**src/rtl/op_integrator.sv**
```systemverilog
// op_integrator: third-order cascaded integrator, one sample per lr_clk frame.
// The three accumulations run sequentially on clk, so a new sample can be
// accepted no faster than every 4 clk cycles. This block undoes a
// third-order differentiator exactly (modular wrap on both sides).
module op_integrator #(
  parameter int IN_W        = 19,
  parameter int ACC_W       = 19,
  parameter int SYNC_STAGES = 2
) (
  input  logic                    clk,
  input  logic                    rst,
  input  logic                    lr_clk,
  input  logic                    clr,
  input  logic signed [IN_W-1:0]  in,
  output logic signed [ACC_W-1:0] out,
  output logic                    out_valid,
  output logic                    busy,
  output logic                    overrun
);

  typedef enum logic [1:0] {
    IDLE = 2'd0,
    I1   = 2'd1,
    I2   = 2'd2,
    I3   = 2'd3
  } state_t;

  state_t state_reg, state_next;

  logic [SYNC_STAGES-1:0]  sync_reg;
  logic                    hist_reg;
  logic                    lr_edge;

  logic signed [IN_W-1:0]  in_q_reg;
  logic signed [ACC_W-1:0] acc1_reg, acc2_reg, acc3_reg;
  logic signed [ACC_W-1:0] out_reg;
  logic                    out_valid_reg;
  logic                    overrun_reg;

  logic signed [ACC_W-1:0] in_ext;
  logic signed [ACC_W-1:0] sum3;

  // Bring lr_clk into the clk domain and remember the previous synced level.
  always_ff @(posedge clk or posedge rst) begin
    if (rst) begin
      sync_reg <= '0;
      hist_reg <= 1'b0;
    end else begin
      sync_reg <= {sync_reg[SYNC_STAGES-2:0], lr_clk};
      hist_reg <= sync_reg[SYNC_STAGES-1];
    end
  end

  // Single-cycle pulse on each rising edge of the synchronised frame strobe.
  assign lr_edge = sync_reg[SYNC_STAGES-1] & ~hist_reg;

  // The captured sample is widened with its sign so the wrap is consistent.
  assign in_ext = ACC_W'(in_q_reg);
  assign sum3   = acc3_reg + acc2_reg;

  // State register for the integration sequence.
  always_ff @(posedge clk or posedge rst) begin
    if (rst) begin
      state_reg <= IDLE;
    end else begin
      state_reg <= state_next;
    end
  end

  // Next-state logic: an edge in IDLE starts a sequence; clr always wins.
  always_comb begin
    state_next = state_reg;
    case (state_reg)
      IDLE:    if (lr_edge) state_next = I1;
      I1:      state_next = I2;
      I2:      state_next = I3;
      I3:      state_next = IDLE;
      default: state_next = IDLE;
    endcase
    if (clr) begin
      state_next = IDLE;
    end
  end

  // Datapath: one accumulation per state, result published from I3.
  always_ff @(posedge clk or posedge rst) begin
    if (rst) begin
      in_q_reg      <= '0;
      acc1_reg      <= '0;
      acc2_reg      <= '0;
      acc3_reg      <= '0;
      out_reg       <= '0;
      out_valid_reg <= 1'b0;
      overrun_reg   <= 1'b0;
    end else begin
      out_valid_reg <= 1'b0;
      if (clr) begin
        // out deliberately keeps its last value across a clear
        in_q_reg    <= '0;
        acc1_reg    <= '0;
        acc2_reg    <= '0;
        acc3_reg    <= '0;
        overrun_reg <= 1'b0;
      end else begin
        // an edge arriving mid-sequence is lost; flag it and carry on
        if (lr_edge && (state_reg != IDLE)) begin
          overrun_reg <= 1'b1;
        end
        case (state_reg)
          IDLE: if (lr_edge) in_q_reg <= in;
          I1:   acc1_reg <= acc1_reg + in_ext;
          I2:   acc2_reg <= acc2_reg + acc1_reg;
          I3: begin
            acc3_reg      <= sum3;
            out_reg       <= sum3;
            out_valid_reg <= 1'b1;
          end
          default: ;
        endcase
      end
    end
  end

  assign out       = out_reg;
  assign out_valid = out_valid_reg;
  assign busy      = (state_reg != IDLE);
  assign overrun   = overrun_reg;

endmodule

```
**config.mk**
```make
export PLATFORM = sky130hd
export DESIGN_NAME = op_integrator
export DESIGN_NICKNAME = d
export VERILOG_FILES = /design/src/rtl/op_integrator.sv
export SDC_FILE = /design/constraint.sdc
export NUM_CORES = 1
export LEC_CHECK = 0
export BUFFER_PORTS_ARGS = -buffer_cell sky130_fd_sc_hd__clkbuf_2
export CORE_MARGIN = 1.5
export CORE_UTILIZATION = 29
export DETAILED_ROUTE_END_ITERATION = 6
export PLACE_DENSITY = 0.44
export SLEW_MARGIN = 15
export SYNTH_ARGS = -nofsm -noshare
export SYNTH_HDL_FRONTEND = slang
export SYNTH_SLANG_ARGS = --single-unit
```
**constraint.sdc**
```tcl
create_clock -name clk -period 3.74 [get_ports clk]
set_input_delay 0.561 -clock clk [delete_from_list [all_inputs] [get_ports clk]]
set_output_delay 0.561 -clock clk [all_outputs]
set_load 0.005 [all_outputs]
```
==> results.yml, run 1 <==
placement:
  place_ws_ns: 1.23
  dp.cells: 1093
  port_buffers: 44
  gp_congestion: 0.849
  hpwlAfterDp_mm: 12.7
layout:
  nets: 876
  drive_gt1_share_pct: 11.2
  final_cell_mix: "nand2_1 (103), dfrtp_1 (102), a21oi_1 (67)"
  final_common_cell: "nand2_1"
  diodes: 0
  area_growth_pct: 12.6
  instances_no_fill: 1109
clocking:
  cts_buffers: 9
  cts_resized: 0
  clock_latency_ns: 0.35
  clkTransAtPathRegs_ns: 0.07
  holdBufCountCts: 0
  clock-sinks: 102
  cts-root-buf: "clkbuf_16"
  tritoncts: "done"
  clock_path_buffers: 2
  cts_setup_buffers: 0
  cts_max_level: 3
setup_path:
  crit_top_cell: "a21oi_1"
  cp.arrival_ns: 2.79
  cp-start-kind: "register"
  reg2reg_depth: 8
  cpLargestDelayFamily: "compound AO/OA/AOI/OAI gates"
  crit_fanout: 4
  worst-path-stages: 8
  path_buf_inv: 0
  worst_path_max_delay_cell: "or4b_1"
  setup.worst_path.end_class: "register"
  rrSetupSlack_ns: 1.23
  crit_type: "register to register"
  critical_path.max_stage_delay_ns: 0.53
  critPathRequiredTime_ns: 4.01
  cp_cell_sequence: "ha_1, fa_1, a21oi_1, o21ai_1, or4b_1, a21oi_1, mux2_1, a21oi_1"
routing:
  vias_per_cell: 4.83
  drtIter0Drc: 245
  drt-pass1-iter-count: 4
  routed-via-count: 5359
  routed_wl_mm: 16.5
  drc: 0
  ant_nets: 0
  wl_per_cell_um: 14.9
synthesis:
  synth_edf_count: 0
  synth_top_area_share_pct: 37.4
  synth-seq-area-share_pct: 37.4
  synthesis.area_um2: 6820
  yosys.area.top_type: "dfrtp_1"
  syn_avg_cell_area_um2: 9.05
  synth_nets: 838
  yosys_most_used_dff: "dfrtp_1"
  synth-seq-cells: 102
  synth_cell_types: 73
  yosys-top-cells-area: "dfrtp_1 (37%), ha_1 (11%), nand2_1 (5.7%), a21oi_1 (4.9%), mux2i_1 (3.8%)"
  syn_inst: 753
  async_flop_share_pct: 100
  ys_warn_count: 0
grt:
  grt_max_degree: 47
  antenna_found_initial: 0
  grt_usage_pct: 14.2
  grt.overflow.total: 0
  first_global_vias: 5250
  grt_pass1_wl_mm: 27.7
timing:
  fin_crit_ns: 2.51
  rsz0062_at_grt: "false"
  slew_headroom_pct: 27.1
  hold_violations: 0
  setup_viol: 0
  finalCritPeriodShare_pct: 67.2
  worst_slew_pin_slew_ns: 1.09
  finalSetupTns_ns: 0
  drv_slew: 0
  fin_skew_ns: 0.0116
  fmax_ghz: 0.398
  fin_ws_ns: 1.23
power_and_ir_drop:
  peakVddDrop_mv: 0.189
  powerDensity_nw_per_um2: 392
  p_leak_uw: 0.00355
floorplan:
  row_count: 55
  coreArea_um2: 22800
  die_area_um2: 24400
  start_util_pct: 29.8
  die_w_um: 156
  die_h_um: 156
  ios: 45
job:
  cap_viol_max_count: 0
status:
  status: "finished clean"
min_path:
  hold_path.class: "primary input to asynchronous set/reset pin"
-- cells in the mapped netlist, drive strengths merged, types with 3 or more instances --
cell and number:
a31oi 7, xor2 15, o21bai 5, o311ai 5, nand2b 10, a2111o 3, o21a 10, buf 10
xnor2 17, nand2 103, nor2 54, a21oi 67, and3 4, or2 3, nand3 17, inv 21
and2 10, o21ai 56, nand4 5, a221o 4, a21o 15, nor3 21, o2111ai 3, nor2b 10
dfrtp 102, a2111oi 4, o31ai 3, clkbuf 17, o211ai 6, ha 59, o31a 5, or3 6
mux2i 26, nor4b 4, a211oi 15, fa 3
-- routing by layer --
metal	vias to the layer above	track usage, %	wire length, µm
li1	2826	-	-
met1	2440	20.8	8770
met2	83	22.0	7110
met3	10	2.35	547
met4	0	2.86	116
met5	-	0	0
-- cell families after synthesis --
family	count (synthesis)	synth area share (%)
mux	28	4.15
fa+ha+maj	62	11.7
compound gates	224	21.8
flops	102	37.4
xor+xnor	32	4.11
simple gates	256	17.6
buf+inv	49	3.10
-- path summary, 6_finish.rpt --
kind	start	to
hold reg to reg	sync_reg[0]	sync_reg[1]
max in group asynchronous	rst	out[11]
setup / recovery	acc1_reg[0]	acc1_reg[16]
min in group clk	lr_clk	sync_reg[0]
hold / removal	rst	overrun
setup reg to reg	acc1_reg[0]	acc1_reg[16]
-- cell type report --
| cell class | count | area [µm²] |
|---|---|---|
| fillers | 2427 | 15200 |
| repair buffers | 54 | 295 |
| flip-flops and latches | 102 | 2550 |
| multi-input cells | 602 | 4050 |
| well taps | 313 | 392 |
| inverters | 22 | 85.1 |
| clock inverters | 4 | 30.0 |
| clock buffers | 12 | 267 |
-- power by group --
group	internal (µW)	switching, µW
logic	301	485
clock network	508	416
registers	1200	95.0
-- stage by stage --
| step | util (%) | hold WS (ns) | instance area [µm²] | power [µW] |
|---|---|---|---|---|
| after floorplan | - | 0.331 | 6820 | 1880 |
| after global routing | 33.6 | 0.305 | 7670 | 3220 |
| after CTS | 33.6 | 0.295 | 7670 | 3070 |
| after detailed placement | 32.3 | 0.346 | 7380 | 2120 |
| after global placement | 32.3 | 0.344 | 7380 | 2120 |
| final | 33.6 | 0.281 | 7670 | 3010 |
Power figures use the tool's default switching activity.
==> run 2, diff against run 1 <==
--- a/config.mk
+++ b/config.mk
@@ -9,7 +9,7 @@
 export CORE_MARGIN = 1.5
 export CORE_UTILIZATION = 29
 export DETAILED_ROUTE_END_ITERATION = 6
-export PLACE_DENSITY = 0.44
+export PLACE_DENSITY = 0.46
 export SLEW_MARGIN = 15
 export SYNTH_ARGS = -nofsm -noshare
 export SYNTH_HDL_FRONTEND = slang
==> constraint.sdc (replaced) <==
create_clock -name clk -period 2.2 [get_ports clk]
set_input_delay 0.33 -clock clk [delete_from_list [all_inputs] [get_ports clk]]
set_output_delay 0.33 -clock clk [all_outputs]
set_load 0.005 [all_outputs]
==> run 2 against run 1 <==
  * The run now ends with setup timing left
  * First-iteration DRC count rose by 5.7%
  * Sequential cell count unchanged
  * Worst hold slack lost 0.20 ns
  * Via count increased by 12%
  * Register-to-register slack got worse by 1.2 ns
  * Critical endpoint unchanged
  * Largest cell class unchanged
  * Highest routed layer unchanged
==> results.yml, run 2 (synthesis gave the netlist of run 1 again) <==
setup_path:
  critPathRequiredTime_ns: 2.47
  cp.arrival_ns: 2.49
  cp-start-kind: "register"
  timing.rr.start: "acc1_reg[5]"
  path_buf_inv: 0
  worst_path_max_delay_cell: "or4b_4"
  cpLargestDelayFamily: "simple AND/OR/NAND/NOR gates"
  crit_fanout: 3
  cp_cell_sequence: "ha_4, o21ai_1, nor2b_1, or4b_4, a21oi_4, mux2_4, a21oi_2"
  critical_path.max_stage_delay_ns: 0.57
  crit_path_start: "acc1_reg[5]"
  crit_type: "register to register"
  setup.worst_path.end_class: "register"
timing:
  finalCritPeriodShare_pct: 101
  rsz0062_at_grt: "true"
  fin_ws_ns: -0.0177
  drv_slew: 0
  fmax_ghz: 0.451
  hold_violations: 0
  slew_headroom_pct: 58.0
  fin_crit_ns: 2.22
  setup_viol: 3
  finalSetupTns_ns: -0.0374
  fin_skew_ns: 0.00897
  timing.hold.ws_ns: 0.0819
  worst_slew_pin_slew_ns: 0.628
grt:
  first_global_vias: 5980
  antenna_found_initial: 0
  grt_pass1_wl_mm: 31.2
  grt.overflow.total: 0
  grt_usage_pct: 16.1
  grt_max_degree: 72
routing:
  drt-pass1-iter-count: 4
  routed-via-count: 5993
  drtIter0Drc: 259
  routed_wl_mm: 19.3
  ant_nets: 0
  vias_per_cell: 4.93
  wl_met3_um: 558
  met2_wirelength_mm: 9.15
  wl_per_cell_um: 15.9
  m1WireLength_mm: 9.31
  top_layer_used: "met4"
  drc: 0
clocking:
  clock_path_buffers: 2
  clock_latency_ns: 0.35
  cts-root-buf: "clkbuf_16"
  tritoncts: "done"
  cts_max_level: 3
  cts_buffers: 9
  clkTransAtPathRegs_ns: 0.07
  clock-sinks: 102
layout:
  area_growth_pct: 35.9
  final_common_cell: "buf_4"
  diodes: 0
  multiInputGateArea_um2: 4760
  fin_util_pct: 40.5
  seq_area_um2: 2570
  nFillCells: 2336
  nets: 983
  drive_gt1_share_pct: 32.5
  instances_no_fill: 1215
  final_cell_mix: "buf_4 (109), nand2_1 (101), dfrtp_1 (89)"
status:
  failed_checks: "setup timing"
  status: "finished with violations"
placement:
  dp.cells: 1185
  port_buffers: 44
  gp_congestion: 0.825
  hpwlAfterDp_mm: 13.9
min_path:
  hold_path.class: "primary input to asynchronous set/reset pin"
floorplan:
  ios: 45
  coreArea_um2: 22800
  die_w_um: 156
  start_util_pct: 29.8
  die_area_um2: 24400
  die_h_um: 156
  row_count: 55
power_and_ir_drop:
  p_leak_uw: 0.00414
  peakVddDrop_mv: 0.295
  powerDensity_nw_per_um2: 606
job:
  cap_viol_max_count: 0
## run 2: repair_timing
action	CTS	global route
buffers inserted	7	8
pin swaps	28	56
hold buffers	0	0
setup endpoints to repair	37	40
resized for setup	46	85
hold endpoints to repair	0	0
## run 2: worst register-to-register path: cells and delay by family, from the launching register on
family	cells	cell delay, ns
AO/OA/AOI/OAI	3	0.32
flip-flops	1	0.47
multiplexers	1	0.31
adder cells (fa/ha/maj)	1	0.29
AND/OR/NAND/NOR	2	0.74
## run 2: area by class of cell
type / count / area share (%)
Multi-Input combinational cell: 602 / 51.4
Sequential cell: 102 / 27.7
Timing Repair Buffer: 161 / 12.5
Inverter: 22 / 0.932
Clock buffer: 11 / 2.62
Clock inverter: 4 / 0.594
Tap cell: 313 / 4.23
## run 2: path summary, 6_finish.rpt
check | depth (start not counted) | slack, ns | end
worst min-delay path | 3 | 0.08 | acc2_reg[14]
worst min register to register | 0 | 0.36 | sync_reg[1]
worst max register to register | 7 | -0.02 | acc1_reg[16]
min in group clk | 1 | 0.09 | sync_reg[0]
max in group asynchronous | 3 | 1.78 | acc1_reg[0]
worst max-delay path | 7 | -0.02 | acc1_reg[16]
## run 2: stage by stage
step	power (µW)	worst slack (ns)	cell area, µm²
CTS	5580	-0.0546	8760
global placement	3840	-0.182	8140
finish	5610	-0.0177	9260
detailed placement	3850	-0.209	8140
floorplan	3210	0.00423	6850
global route	5970	-0.106	9260
## run 2: where the power goes
part	leakage (µW)	switching, µW	total [µW]	internal, µW
clock network	0.000142	738	1650	916
logic	0.00261	952	1720	771
registers	0.00138	185	2230	2050
total	0.00414	1870	5610	3730
## run 2: layer usage
metal  track usage [%]  vias up
li1                  -     3018
met1              22.1     2893
met2              26.6       67
met3              2.10       15
met4              4.40        0
met5                 0        -
